`config.mk`:
```
export PLATFORM = sky130hd
export DESIGN_NAME = mem_port_arbiter
export DESIGN_NICKNAME = d
export VERILOG_FILES = /design/src/rtl/mem_port_arbiter.sv
export SDC_FILE = /design/constraint.sdc
export NUM_CORES = 1
export LEC_CHECK = 0
export BUFFER_PORTS_ARGS = -buffer_cell sky130_fd_sc_hd__buf_2
export CAP_MARGIN = 20
export CORE_MARGIN = 1.5
export CORE_UTILIZATION = 46
export DETAILED_ROUTE_END_ITERATION = 10
export PLACE_DENSITY = 0.89
export SKIP_LAST_GASP = 1
export SLEW_MARGIN = 20
export SYNTH_ARGS = -nofsm -noshare
export SYNTH_HDL_FRONTEND = slang
export SYNTH_SLANG_ARGS = --single-unit
```
`constraint.sdc`:
```
create_clock -name clk -period 5.7 [get_ports clk]
set_input_delay 1.14 -clock clk [delete_from_list [all_inputs] [get_ports clk]]
set_output_delay 1.14 -clock clk [all_outputs]
set_load 0.02 [all_outputs]
```
`src/rtl/mem_port_arbiter.sv`:
```
// rtl/mem_port_arbiter.sv - shares one memory port between the core and the loader, one access at a time
// Define MEM_ARB_ROUND_ROBIN_EN for round-robin tie breaking; default is fixed core-over-loader priority.
module mem_port_arbiter #(
   parameter int AW      = 32,
   parameter int DW      = 32,
   parameter int MEM_LAT = 1
) (
   input  logic          clk,
   input  logic          reset,
   input  logic          core_req,
   input  logic          core_we,
   input  logic [AW-1:0] core_addr,
   input  logic [DW-1:0] core_wdata,
   output logic [DW-1:0] core_rdata,
   output logic          core_ack,
   input  logic          ldr_req,
   input  logic          ldr_we,
   input  logic [AW-1:0] ldr_addr,
   input  logic [DW-1:0] ldr_wdata,
   output logic [DW-1:0] ldr_rdata,
   output logic          ldr_ack,
   output logic          mem_en,
   output logic          mem_we,
   output logic [AW-1:0] mem_addr,
   output logic [DW-1:0] mem_wdata,
   input  logic [DW-1:0] mem_rdata,
   output logic          busy,
   output logic          owner
);

   typedef enum logic [1:0] {
      IDLE   = 2'd0,
      ACCESS = 2'd1,
      WAIT   = 2'd2,
      RESP   = 2'd3
   } state_t;

   localparam logic [3:0] LAT_INIT = 4'(MEM_LAT - 1);

   state_t        state;
   state_t        state_nxt;
   logic          lat_we;
   logic [AW-1:0] lat_addr;
   logic [DW-1:0] lat_wdata;
   logic          owner_r;
   logic [3:0]    wait_cnt;
   logic [DW-1:0] core_rdata_r;
   logic [DW-1:0] ldr_rdata_r;
   logic          any_req;
   logic          grant_ldr;

   assign any_req = core_req | ldr_req;

`ifdef MEM_ARB_ROUND_ROBIN_EN
   // last_owner: 0 = core, 1 = loader; on a tie the other requester wins
   logic last_owner;

   assign grant_ldr = ldr_req & (~core_req | ~last_owner);

   always_ff @(posedge clk or posedge reset) begin
      if (reset) begin
         last_owner <= 1'b1;
      end else if (state == IDLE && any_req) begin
         last_owner <= grant_ldr;
      end
   end
`else
   assign grant_ldr = ldr_req & ~core_req;
`endif

   always_ff @(posedge clk or posedge reset) begin
      if (reset) begin
         state <= IDLE;
      end else begin
         state <= state_nxt;
      end
   end

   always_comb begin
      state_nxt = state;
      case (state)
         IDLE: begin
            if (any_req) begin
               state_nxt = ACCESS;
            end
         end
         ACCESS: begin
            state_nxt = lat_we ? RESP : WAIT;
         end
         WAIT: begin
            if (wait_cnt == 4'd0) begin
               state_nxt = RESP;
            end
         end
         RESP: begin
            state_nxt = IDLE;
         end
         default: begin
            state_nxt = IDLE;
         end
      endcase
   end

   // Command latch, wait counter and per-requester read data
   always_ff @(posedge clk or posedge reset) begin
      if (reset) begin
         lat_we       <= 1'b0;
         lat_addr     <= '0;
         lat_wdata    <= '0;
         owner_r      <= 1'b0;
         wait_cnt     <= 4'd0;
         core_rdata_r <= '0;
         ldr_rdata_r  <= '0;
      end else begin
         case (state)
            IDLE: begin
               if (any_req) begin
                  owner_r   <= grant_ldr;
                  lat_we    <= grant_ldr ? ldr_we    : core_we;
                  lat_addr  <= grant_ldr ? ldr_addr  : core_addr;
                  lat_wdata <= grant_ldr ? ldr_wdata : core_wdata;
               end
            end
            ACCESS: begin
               if (!lat_we) begin
                  wait_cnt <= LAT_INIT;
               end
            end
            WAIT: begin
               if (wait_cnt != 4'd0) begin
                  wait_cnt <= wait_cnt - 4'd1;
               end else if (owner_r) begin
                  ldr_rdata_r <= mem_rdata;
               end else begin
                  core_rdata_r <= mem_rdata;
               end
            end
            default: begin
            end
         endcase
      end
   end

   assign mem_en     = (state == ACCESS);
   assign mem_we     = (state == ACCESS) & lat_we;
   assign mem_addr   = lat_addr;
   assign mem_wdata  = lat_wdata;
   assign busy       = (state != IDLE);
   assign owner      = owner_r;
   assign core_ack   = (state == RESP) & ~owner_r;
   assign ldr_ack    = (state == RESP) & owner_r;
   assign core_rdata = core_rdata_r;
   assign ldr_rdata  = ldr_rdata_r;

endmodule
```
==> flow_metrics.env <==
export IMPL_setup_tns_ns=0
export IMPL_end_kind="primary output"
export IMPL_critPathArrivalTime_ns=1.49
export IMPL_cts_num_sinks=136
export IMPL_async_flop_share_pct=100
export IMPL_start_kind="register"
export IMPL_critPathMaxFanout=5
export IMPL_setup_violations=0
export IMPL_crit_top_cell="inv_1"
export IMPL_n_antenna_cell=0
export IMPL_first_pass_iters=4
export IMPL_yosysMostFrequentCell="dfrtp_1"
export IMPL_synthTopCellsByCount="dfrtp_1, o21ai_0, mux2i_1, mux2_2, nand2_1"
export IMPL_post_route_drc_count=0
export IMPL_cpPeakStageDelay_ns=0.42
export IMPL_wl_per_cell_um=15.7
export IMPL_fp_dieW_um=115
export IMPL_finalWirelength_um=14800
export IMPL_fin_nets=935
export IMPL_synth_seq_cells=136
export IMPL_cts_setup_buffers=0
export IMPL_tightestPinTransition_ns=1.08
export IMPL_synth_top_area_cell="dfrtp_1"
export IMPL_hold_class="reg2reg"
export IMPL_path_buf_inv=3
export IMPL_setup_slack_ns=3.07
export IMPL_drive_above_1_share_pct=52.5
export IMPL_num_rows=40
export IMPL_clk_pin_slew_ns=0.06
export IMPL_grt_pass1_wl_um=22800
export IMPL_powerDensity_nw_per_um2=612
export IMPL_ctsLongestPathBuffers=2
export IMPL_post_route_util_pct=66.5
export IMPL_seq_area_frac_synth_pct=58.6
export IMPL_grt_pass1_vias=4707
export IMPL_worst_path_max_delay_cell="dfrtp_1"
export IMPL_synth_top_cell_area_share_pct=58.6
export IMPL_portBuffers=299
export IMPL_cap_violations=0
export IMPL_die_area_um2=13300
export IMPL_detailedPlacementHpwl_um=10800
export IMPL_fin_crit_sh_pct=46.2
export IMPL_hold_viol=0
export IMPL_rsz0062_at_grt="no"
export IMPL_fmax_mhz=380
export IMPL_slew_headroom_pct=28.0
export IMPL_ios=300
export IMPL_htree_levels=4
export IMPL_synth_cell_types=28
export IMPL_fin_cells=943
export IMPL_synth_nets=639
export IMPL_yosysWarnings=0
export IMPL_required_ns=4.56
export IMPL_netlist_instances=466
export IMPL_via_per_inst=4.88
export IMPL_drtAntennaViolNets=0
export IMPL_synth_edf_count=0
export IMPL_critPathKind="reg2out"
export IMPL_numCtsBuffers=17
export IMPL_vdd_ir_drop_max_mv=0.241
export IMPL_grt_usage_pct=22.6
export IMPL_place_ws_ns=2.84
export IMPL_syn_cell_area_um2=5810
export IMPL_fin_crit_ns=2.63
export IMPL_drtIter0Drc=179
export IMPL_syn_area_per_cell_um2=12.5
export IMPL_slew_violations=0
export IMPL_status="complete, no violations"
export IMPL_vias=4601
export IMPL_area_growth_pct=39.3
export IMPL_start_util_pct=47.8
export IMPL_synthTopCellsByArea="dfrtp_1, mux2_2, mux2i_1, o21ai_0, nand2_1"
export IMPL_nFillCells=938
export IMPL_root_buffer="clkbuf_16"
export IMPL_leakagePower_nw=4.10
export IMPL_core_area_um2=12200
export IMPL_clock_latency_ns=0.41
export IMPL_ys_flop_type="dfrtp_1"
export IMPL_placed_cells=911
export IMPL_die_h_um=115
export IMPL_hold_buffers=0
export IMPL_crit_chain="inv_1 -> ha_1 -> inv_1 -> buf_2"
export IMPL_grt_max_degree=129
export IMPL_antenna_found_initial=0
export IMPL_grt_overflow_total=0
export IMPL_fin_worst_skew_ns=0.00643
export IMPL_tritoncts="done"
export IMPL_critPathTopFamily="flip-flops"
export IMPL_ctsResizeCount=0
export IMPL_gp_congestion=0.802
-- flip-flops by register name, indices dropped and copies added, names as in the netlist --
signal      flops
lat_we          1
ldr_rdata      32
owner           1
mem_addr       32
state           2
wait_cnt        4
core_rdata     32
mem_wdata      32
-- cell usage in the layout (no fill, tap or decap), drive strengths merged, types with 2 or more instances in the layout --
cell / n
or3b: 2
clkinv: 2
mux2i: 66
inv: 7
and2: 2
dfrtp: 136
nor2b: 3
bufinv: 4
a21oi: 4
ha: 7
o21ai: 70
clkinvlp: 3
mux2: 65
clkbuf: 22
nand2: 65
buf: 304
nor3b: 3
-- per-stage QoR --
| step | power (W) | area [um^2] | hold WS, ns |
|---|---|---|---|
| after floorplan | 0.00303 | 5810 | 0.464 |
| after global placement | 0.00369 | 7440 | 0.456 |
| after detailed placement | 0.00379 | 7440 | 0.464 |
| after CTS | 0.00500 | 8090 | 0.477 |
| after global routing | 0.00525 | 8090 | 0.490 |
| final | 0.00495 | 8090 | 0.470 |
-- worst paths after layout --
kind                       depth (start not counted)           from              to  slack [ns]
hold / removal                                     2  mem_wdata[19]   mem_wdata[19]        0.47
setup reg to reg                                   5       state[0]     mem_addr[0]        3.46
min in group asynchronous                          2          reset  core_rdata[24]        0.87
hold reg to reg                                    2  mem_wdata[19]   mem_wdata[19]        0.47
max in group asynchronous                          3          reset    mem_addr[12]        3.72
setup / recovery                                   4       state[0]            busy        3.07
-- kinds of logic (layout without fill, tap and decap cells) --
logic type               Yosys count  count (layout)  synth area share [%]
AND/OR/NAND/NOR                   80              80                  6.14
flip-flops                       136             136                  58.6
AO/OA/AOI/OAI                     79              79                  7.09
buffers and inverters             33             342                  2.71
multiplexers                     131             131                  24.0
adder cells (fa/ha/maj)            7               7                  1.51
-- worst register-to-register path, stage by stage (launching register included) --
cell and delay [ns]:
dfrtp_1 0.40, inv_1 0.11, ha_1 0.30, o21ai_4 0.10, buf_4 0.80, o21ai_0 0.35
-- cell type report --
cell class                      instances  area (um^2)  share of cell area (%)
Clock inverter                         10          165                    2.04
Timing Repair Buffer                  304         1530                    19.0
Clock buffer                           22          484                    5.98
Tap cell                              168          210                    2.60
Multi-Input combinational cell        297         2270                    28.0
Sequential cell                       136         3400                    42.1
Inverter                                6         27.5                   0.340
-- layer usage --
| layer | global-route usage, % | up-vias | share of wire (%) |
|---|---|---|---|
| li1 | - | 2216 | - |
| met1 | 22.5 | 2145 | 37 |
| met2 | 41.2 | 209 | 52 |
| met3 | 7.43 | 31 | 8.3 |
| met4 | 12.4 | 0 | 3.4 |
| met5 | 0 | - | 0 |
-- report_power, final --
group	internal [W]	switching, W	leakage, nW	total (W)
combinational	0.000796	0.00128	2.15	0.00208
clock	0.000780	0.000401	0.309	0.00118
sequential	0.00144	0.000250	1.64	0.00169
(Power assumes the default switching activity.)
